**src/rtl/pipe_hazard_ctrl_if.sv**
```systemverilog
// Pipeline hazard-control bundle: ID/EX operand info, EX/MA and MA/MO producer info,
// redirect/memory-wait inputs, and the stage-latch controls plus status returned by the controller.
`ifndef HBIT_SRC_GP
`define HBIT_SRC_GP 4
`endif
`ifndef HBIT_TGT_GP
`define HBIT_TGT_GP 4
`endif

interface pipe_hazard_ctrl_if;
    logic [`HBIT_SRC_GP:0] iw_idex_src_gp;
    logic                  iw_idex_src_used;
    logic [`HBIT_TGT_GP:0] iw_idex_tgt_gp;
    logic                  iw_idex_tgt_used;
    logic [`HBIT_TGT_GP:0] iw_exma_tgt_gp;
    logic                  iw_exma_tgt_gp_we;
    logic                  iw_exma_is_load;
    logic [`HBIT_TGT_GP:0] iw_mamo_tgt_gp;
    logic                  iw_mamo_tgt_gp_we;
    logic                  iw_mamo_is_load;
    logic                  iw_redirect;
    logic                  iw_mem_busy;
    logic                  ow_freeze;
    logic                  ow_hold;
    logic                  ow_bubble;
    logic                  ow_flush;
    logic [1:0]            ow_state;
    logic [15:0]           ow_stall_cnt;
    logic [15:0]           ow_flush_cnt;
    logic                  ow_hazard_err;

    modport master (
        output iw_idex_src_gp, iw_idex_src_used, iw_idex_tgt_gp, iw_idex_tgt_used,
               iw_exma_tgt_gp, iw_exma_tgt_gp_we, iw_exma_is_load,
               iw_mamo_tgt_gp, iw_mamo_tgt_gp_we, iw_mamo_is_load,
               iw_redirect, iw_mem_busy,
        input  ow_freeze, ow_hold, ow_bubble, ow_flush, ow_state,
               ow_stall_cnt, ow_flush_cnt, ow_hazard_err
    );

    modport slave (
        input  iw_idex_src_gp, iw_idex_src_used, iw_idex_tgt_gp, iw_idex_tgt_used,
               iw_exma_tgt_gp, iw_exma_tgt_gp_we, iw_exma_is_load,
               iw_mamo_tgt_gp, iw_mamo_tgt_gp_we, iw_mamo_is_load,
               iw_redirect, iw_mem_busy,
        output ow_freeze, ow_hold, ow_bubble, ow_flush, ow_state,
               ow_stall_cnt, ow_flush_cnt, ow_hazard_err
    );
endinterface

```
**src/rtl/pipe_hazard_ctrl.sv**
```systemverilog
// Execute-stage sequencing controller: load-use interlock, memory-wait freeze,
// multi-cycle front-end flush on redirect, saturating perf counters and a sticky interlock error.
module pipe_hazard_ctrl #(
    parameter int unsigned FLUSH_CYCLES = 2,
    parameter int unsigned MAX_HOLD     = 2
) (
    input logic             iw_clk,
    input logic             iw_rst_n,
    pipe_hazard_ctrl_if.slave bus
);
    typedef enum logic [1:0] {ST_RUN = 2'd0, ST_FLUSH = 2'd1, ST_WAIT = 2'd2} state_e;

    localparam logic [2:0] FCNT_RELOAD = 3'(FLUSH_CYCLES - 1);
    localparam logic [2:0] HOLD_LIMIT  = 3'(MAX_HOLD);

    state_e      state_q, state_d;
    logic [2:0]  fcnt_q, fcnt_d;
    logic        pend_q, pend_d;
    logic [2:0]  hrun_q;
    logic        err_q;
    logic [15:0] stall_q, flcnt_q;

    logic exma_load, mamo_load, load_use, redir_eff;
    logic freeze_c, hold_c, flush_c;

    // Load data only reaches the operands from MO/WB, so a load still in EX/MA or MA/MO must interlock.
    assign exma_load = bus.iw_exma_tgt_gp_we & bus.iw_exma_is_load;
    assign mamo_load = bus.iw_mamo_tgt_gp_we & bus.iw_mamo_is_load;
    assign load_use =
        (bus.iw_idex_src_used & ((exma_load & (bus.iw_exma_tgt_gp == bus.iw_idex_src_gp)) |
                                 (mamo_load & (bus.iw_mamo_tgt_gp == bus.iw_idex_src_gp)))) |
        (bus.iw_idex_tgt_used & ((exma_load & (bus.iw_exma_tgt_gp == bus.iw_idex_tgt_gp)) |
                                 (mamo_load & (bus.iw_mamo_tgt_gp == bus.iw_idex_tgt_gp))));

    assign redir_eff = bus.iw_redirect | ((state_q == ST_WAIT) & pend_q);

    // NOTE: sequential state uses non-blocking assignments so every flop samples pre-edge values.
    always_ff @(posedge iw_clk or negedge iw_rst_n) begin
        if (!iw_rst_n) begin
            state_q <= ST_RUN;
            fcnt_q  <= 3'd0;
            pend_q  <= 1'b0;
        end else begin
            state_q <= state_d;
            fcnt_q  <= fcnt_d;
            pend_q  <= pend_d;
        end
    end

    // NOTE: every comb output gets a default first so no path leaves it unassigned (no latches).
    always_comb begin
        state_d = state_q;
        fcnt_d  = fcnt_q;
        pend_d  = pend_q;
        case (state_q)
            ST_RUN, ST_WAIT: begin
                if (bus.iw_mem_busy) begin
                    if (state_q == ST_RUN)    state_d = ST_WAIT;
                    else if (bus.iw_redirect) pend_d  = 1'b1;
                end else begin
                    pend_d  = 1'b0;
                    state_d = ST_RUN;
                    if (redir_eff) begin
                        fcnt_d  = FCNT_RELOAD;
                        state_d = (FCNT_RELOAD != 3'd0) ? ST_FLUSH : ST_RUN;
                    end
                end
            end
            ST_FLUSH: begin
                if (!bus.iw_mem_busy) begin
                    // A redirect here restarts the sequence; this cycle is its first flush cycle.
                    fcnt_d  = bus.iw_redirect ? FCNT_RELOAD : fcnt_q - 3'd1;
                    state_d = (fcnt_d != 3'd0) ? ST_FLUSH : ST_RUN;
                end
            end
            default: state_d = ST_RUN;
        endcase
    end

    always_comb begin
        freeze_c = bus.iw_mem_busy;
        hold_c   = 1'b0;
        flush_c  = 1'b0;
        if (!bus.iw_mem_busy) begin
            if (state_q == ST_FLUSH) flush_c = 1'b1;
            else if (redir_eff)      flush_c = 1'b1;
            else if (load_use)       hold_c  = 1'b1;
        end
    end

    always_ff @(posedge iw_clk or negedge iw_rst_n) begin
        if (!iw_rst_n) begin
            hrun_q  <= 3'd0;
            err_q   <= 1'b0;
            stall_q <= 16'd0;
            flcnt_q <= 16'd0;
        end else begin
            if (hold_c) begin
                if (hrun_q >= HOLD_LIMIT) err_q  <= 1'b1;
                if (hrun_q != 3'd7)       hrun_q <= hrun_q + 3'd1;
            end else begin
                hrun_q <= 3'd0;
            end
            if ((hold_c | freeze_c) && stall_q != 16'hFFFF) stall_q <= stall_q + 16'd1;
            if (flush_c && flcnt_q != 16'hFFFF)             flcnt_q <= flcnt_q + 16'd1;
        end
    end

    // Combinational controls are forced low while reset is held.
    assign bus.ow_freeze     = iw_rst_n & freeze_c;
    assign bus.ow_hold       = iw_rst_n & hold_c;
    assign bus.ow_bubble     = iw_rst_n & hold_c;
    assign bus.ow_flush      = iw_rst_n & flush_c;
    assign bus.ow_state      = state_q;
    assign bus.ow_stall_cnt  = stall_q;
    assign bus.ow_flush_cnt  = flcnt_q;
    assign bus.ow_hazard_err = err_q;
endmodule

```
**src/flat_wrapper.sv**
```systemverilog
// flat-port wrapper written by rule: the top's interface ports become plain ports
module pipe_hazard_ctrl_flat 
#(
    parameter int unsigned FLUSH_CYCLES = 2,
    parameter int unsigned MAX_HOLD     = 2
)
  (iw_clk, iw_rst_n, bus_iw_idex_src_gp, bus_iw_idex_src_used, bus_iw_idex_tgt_gp, bus_iw_idex_tgt_used, bus_iw_exma_tgt_gp, bus_iw_exma_tgt_gp_we, bus_iw_exma_is_load, bus_iw_mamo_tgt_gp, bus_iw_mamo_tgt_gp_we, bus_iw_mamo_is_load, bus_iw_redirect, bus_iw_mem_busy, bus_ow_freeze, bus_ow_hold, bus_ow_bubble, bus_ow_flush, bus_ow_state, bus_ow_stall_cnt, bus_ow_flush_cnt, bus_ow_hazard_err);
  pipe_hazard_ctrl_if bus_i ();
  input logic iw_clk;
  input logic iw_rst_n;
  input wire logic [$bits(bus_i.iw_idex_src_gp)-1:0] bus_iw_idex_src_gp;
  input wire logic [$bits(bus_i.iw_idex_src_used)-1:0] bus_iw_idex_src_used;
  input wire logic [$bits(bus_i.iw_idex_tgt_gp)-1:0] bus_iw_idex_tgt_gp;
  input wire logic [$bits(bus_i.iw_idex_tgt_used)-1:0] bus_iw_idex_tgt_used;
  input wire logic [$bits(bus_i.iw_exma_tgt_gp)-1:0] bus_iw_exma_tgt_gp;
  input wire logic [$bits(bus_i.iw_exma_tgt_gp_we)-1:0] bus_iw_exma_tgt_gp_we;
  input wire logic [$bits(bus_i.iw_exma_is_load)-1:0] bus_iw_exma_is_load;
  input wire logic [$bits(bus_i.iw_mamo_tgt_gp)-1:0] bus_iw_mamo_tgt_gp;
  input wire logic [$bits(bus_i.iw_mamo_tgt_gp_we)-1:0] bus_iw_mamo_tgt_gp_we;
  input wire logic [$bits(bus_i.iw_mamo_is_load)-1:0] bus_iw_mamo_is_load;
  input wire logic [$bits(bus_i.iw_redirect)-1:0] bus_iw_redirect;
  input wire logic [$bits(bus_i.iw_mem_busy)-1:0] bus_iw_mem_busy;
  output wire logic [$bits(bus_i.ow_freeze)-1:0] bus_ow_freeze;
  output wire logic [$bits(bus_i.ow_hold)-1:0] bus_ow_hold;
  output wire logic [$bits(bus_i.ow_bubble)-1:0] bus_ow_bubble;
  output wire logic [$bits(bus_i.ow_flush)-1:0] bus_ow_flush;
  output wire logic [$bits(bus_i.ow_state)-1:0] bus_ow_state;
  output wire logic [$bits(bus_i.ow_stall_cnt)-1:0] bus_ow_stall_cnt;
  output wire logic [$bits(bus_i.ow_flush_cnt)-1:0] bus_ow_flush_cnt;
  output wire logic [$bits(bus_i.ow_hazard_err)-1:0] bus_ow_hazard_err;
  assign bus_i.iw_idex_src_gp = bus_iw_idex_src_gp;
  assign bus_i.iw_idex_src_used = bus_iw_idex_src_used;
  assign bus_i.iw_idex_tgt_gp = bus_iw_idex_tgt_gp;
  assign bus_i.iw_idex_tgt_used = bus_iw_idex_tgt_used;
  assign bus_i.iw_exma_tgt_gp = bus_iw_exma_tgt_gp;
  assign bus_i.iw_exma_tgt_gp_we = bus_iw_exma_tgt_gp_we;
  assign bus_i.iw_exma_is_load = bus_iw_exma_is_load;
  assign bus_i.iw_mamo_tgt_gp = bus_iw_mamo_tgt_gp;
  assign bus_i.iw_mamo_tgt_gp_we = bus_iw_mamo_tgt_gp_we;
  assign bus_i.iw_mamo_is_load = bus_iw_mamo_is_load;
  assign bus_i.iw_redirect = bus_iw_redirect;
  assign bus_i.iw_mem_busy = bus_iw_mem_busy;
  assign bus_ow_freeze = bus_i.ow_freeze;
  assign bus_ow_hold = bus_i.ow_hold;
  assign bus_ow_bubble = bus_i.ow_bubble;
  assign bus_ow_flush = bus_i.ow_flush;
  assign bus_ow_state = bus_i.ow_state;
  assign bus_ow_stall_cnt = bus_i.ow_stall_cnt;
  assign bus_ow_flush_cnt = bus_i.ow_flush_cnt;
  assign bus_ow_hazard_err = bus_i.ow_hazard_err;
  pipe_hazard_ctrl #(.FLUSH_CYCLES(FLUSH_CYCLES), .MAX_HOLD(MAX_HOLD)) u_core (.iw_clk(iw_clk), .iw_rst_n(iw_rst_n), .bus(bus_i));
endmodule
```
**config.mk**
```make
export PLATFORM = sky130hd
export DESIGN_NAME = pipe_hazard_ctrl_flat
export DESIGN_NICKNAME = d
export VERILOG_FILES = /design/src/rtl/pipe_hazard_ctrl_if.sv /design/src/rtl/pipe_hazard_ctrl.sv /design/src/flat_wrapper.sv
export SDC_FILE = /design/constraint.sdc
export NUM_CORES = 1
export LEC_CHECK = 0
export ABC_AREA = 1
export BUFFER_PORTS_ARGS = -buffer_cell sky130_fd_sc_hd__buf_4
export CAP_MARGIN = 10
export CORE_MARGIN = 3
export CORE_UTILIZATION = 50
export DETAILED_ROUTE_END_ITERATION = 10
export GPL_TIMING_DRIVEN = 0
export PLACE_DENSITY = 0.83
export REMOVE_ABC_BUFFERS = 1
export SLEW_MARGIN = 20
export SYNTH_ARGS = -nofsm -noshare
export SYNTH_HDL_FRONTEND = slang
export SYNTH_SLANG_ARGS = --single-unit
```
**constraint.sdc**
```tcl
create_clock -name iw_clk -period 1.8 [get_ports iw_clk]
set_input_delay 0 -clock iw_clk [delete_from_list [all_inputs] [get_ports iw_clk]]
set_output_delay 0 -clock iw_clk [all_outputs]
set_load 0.02 [all_outputs]
```
==> reports/metrics.cfg <==
[min_path]
hp-start = bus_iw_idex_tgt_used
hp-class = in -> reg

[yosys]
synth_cell_types = 29
synth_area_leaders = dfrtp_1, nand2_1, nand3_1
yosys.area.top_type_share_pct = 38.8
syn_avg_cell_area_um2 = 7.07
yosys_warnings = 0
synth_seq_cells = 42
synth-seq-area-share_pct = 38.8
yosysTopAreaCell = dfrtp_1
syn_inst = 383
netlist_area_um2 = 2710

[job]
drv_cap = 0

[finish]
final_cell_mix = nand2_1, buf_4, nor2_1, inv_1, dfrtp_1
final_cells = 541
utilization_pct = 70.1
design_area_um2 = 3620
fin_nets = 506
area_growth_pct = 33.8
layout_commonest_cell = nand2_1
antennaDiodeCount = 0
drive_above_1_share_pct = 23.4

[routing]
vias = 2723
routed_via_density = 5.03
drtIter0Drc = 168
routed_wl_um = 6800
ant_nets = 0
drc_errors = 0
avgRoutedWirePerCell_um = 12.6
firstDrtPassIters = 4

[pwr]
power_density_nw_per_um2 = 841
switching_share_pct = 36.8
internal_power_mw = 1.93
ir_drop_uv = 688
sequentialPowerShare_pct = 42.5
power.switching_mw = 1.12
leakagePower_nw = 1.96
pwr-share-comb_pct = 36.6
clkPwrFrac_pct = 20.9

[sta]
finalSetupTns_ns = 0
post-route-period-util_pct = 96.0
slew_viol_final = 0
holdWs_ns = 0.166
fmax_mhz = 579
setup_violations = 0
skew_ns = 0.00603
finalHoldViolCount = 0
relSlewSlack_pct = 63.1
tightest_slew_ns = 0.554
min_period_ns = 1.73

[outcome]
outcome = completed

[worst_setup_path]
crit_top_cell = nor2_4
crit_type = reg -> reg
crit_family = simple AND/OR/NAND/NOR gates
endpoint_kind = flop
timing.rr.start = u_core.bus.ow_stall_cnt[1]
critPathLaunch = u_core.bus.ow_stall_cnt[1]
crit_fanout = 4
worst-path-buf-inv = 1
cp_slowest_stage_delay_ns = 0.40
crit_required_ns = 1.99
cp_slowest_cell = dfrtp_1
start_kind = flop
arrival_ns = 1.92
cp_cell_sequence = ha_4, nand3_4, nor2_4, nand4_1, nor2_4, buf_12, nand3_2, nand3_1, nand2_1

[die]
core-area_um2 = 5170
top_level_ports = 69
start_util_pct = 52.3
dieArea_um2 = 6330
fp.dieH_um = 79.6
num_rows = 26
die_x_um = 79.6

[clock_network]
clock_sinks = 42
path_clk_slew_ns = 0.08
cts-buffers-inserted = 5
htree_num_levels = 2
cts_buffer_depth = 2
cts_tree = yes
clock_latency_ns = 0.30
cts-root-buf = clkbuf_8

[grt]
grt.overflow.total = 0
antenna_found_initial = 0
grt_max_degree = 45
grt_pass1_vias = 2569
track_usage_pct = 21.1
grt_pass1_wl_um = 10800

[placed_design]
hpwl_um = 4630
finalWeightedCongestion = 0.858
dp.cells = 515
post_dp_cell_area_um2 = 3270
portBuffers = 68

timing repair:
item / CTS / global route
cloned: 2 / 2
hold buffers: 3 / 0
gates resized for setup: 10 / 9
setup endpoints to repair: 27 / 22
pin swaps: 0 / 5
buffers inserted: 2 / 9
endpoints found under the hold margin: 46 / 0
synthesized netlist by cell type, drive strengths merged:
| library cell | number |
|---|---|
| nand2 | 140 |
| o32ai | 1 |
| o21bai | 1 |
| nand4 | 3 |
| buf | 6 |
| o21ai | 6 |
| nor2 | 48 |
| a21oi | 2 |
| or2 | 1 |
| nor3 | 5 |
| nand3 | 43 |
| inv | 43 |
| mux2i | 1 |
| xor2 | 17 |
| ha | 6 |
| a32oi | 1 |
| xnor2 | 14 |
| dfrtp | 42 |
| nor4 | 3 |
cells by family (layout without fill, tap and decap cells):
logic type | count (synthesis) | count (layout) | share of synthesized area (%)
adders and majority gates | 6 | 6 | 2.77
DFF | 42 | 42 | 38.8
xor gates and xnor gates | 31 | 31 | 10.0
muxes | 1 | 1 | 0.370
buffers and inverters | 49 | 133 | 7.39
AOI/OAI and AO/OA | 11 | 11 | 2.40
and+or+nand+nor | 243 | 247 | 38.2
final cells by class:
| cell class | count | area (um2) |
|---|---|---|
| Multi-Input combinational cell | 296 | 1590 |
| Fill cell | 420 | 1550 |
| Sequential cell | 42 | 1050 |
| Timing Repair Buffer | 82 | 636 |
| Inverter | 43 | 161 |
| Tap cell | 70 | 87.6 |
| Clock buffer | 7 | 86.3 |
| Clock inverter | 1 | 5.00 |
worst register-to-register path: cells and delay by family, from the launching register on:
kind | cells | cell delay, ns
flops | 1 | 0.40
simple gates | 7 | 0.91
fa+ha+maj | 1 | 0.17
buf+inv | 1 | 0.13
metrics by stage:
step           power [mW]  setup slack, ns
2_1_floorplan        1.87           -0.120
3_3_place_gp         2.22           -0.350
3_5_place_dp         2.26           -0.378
4_1_cts              2.95          0.00565
5_1_grt              3.25          -0.0196
6_report             3.05           0.0714
power groups by stage:
| stage | combinational, mW | clock [mW] | sequential, mW |
|---|---|---|---|
| 2_1_floorplan | 0.455 | 0 | 1.42 |
| 3_3_place_gp | 0.918 | 0 | 1.30 |
| 3_5_place_dp | 0.948 | 0 | 1.31 |
| 4_1_cts | 1.01 | 0.652 | 1.28 |
| 5_1_grt | 1.24 | 0.687 | 1.32 |
| 6_report | 1.12 | 0.638 | 1.29 |
per-layer routing:
metal	vias up	wire length [um]	global-route usage, %
li1	1370	-	-
met1	1273	2920	24.8
met2	69	3450	38.2
met3	11	347	4.29
met4	0	83	6.53
met5	-	0	0
path summary, 6_finish.rpt:
check	endpoint	depth (start not counted)	slack, ns
setup / recovery	u_core.bus.ow_stall_cnt[2]	9	0.07
hold / removal	u_core.hrun_q[1]	5	0.17
setup reg to reg	u_core.bus.ow_stall_cnt[2]	9	0.07
hold reg to reg	u_core.bus.ow_hazard_err	1	0.48
max in group asynchronous	u_core.bus.ow_state[1]	2	1.15
min in group asynchronous	u_core.bus.ow_stall_cnt[8]	2	0.22
sequential cells by signal, indices dropped and copies added, names as in the netlist:
name                      count
u_core.bus.ow_stall_cnt      16
u_core.bus.ow_state           2
u_core.bus.ow_hazard_err      1
u_core.pend_q                 1
u_core.fcnt_q                 3
u_core.hrun_q                 3
u_core.bus.ow_flush_cnt      16
No activity file was read; power rests on OpenSTA's default activity.
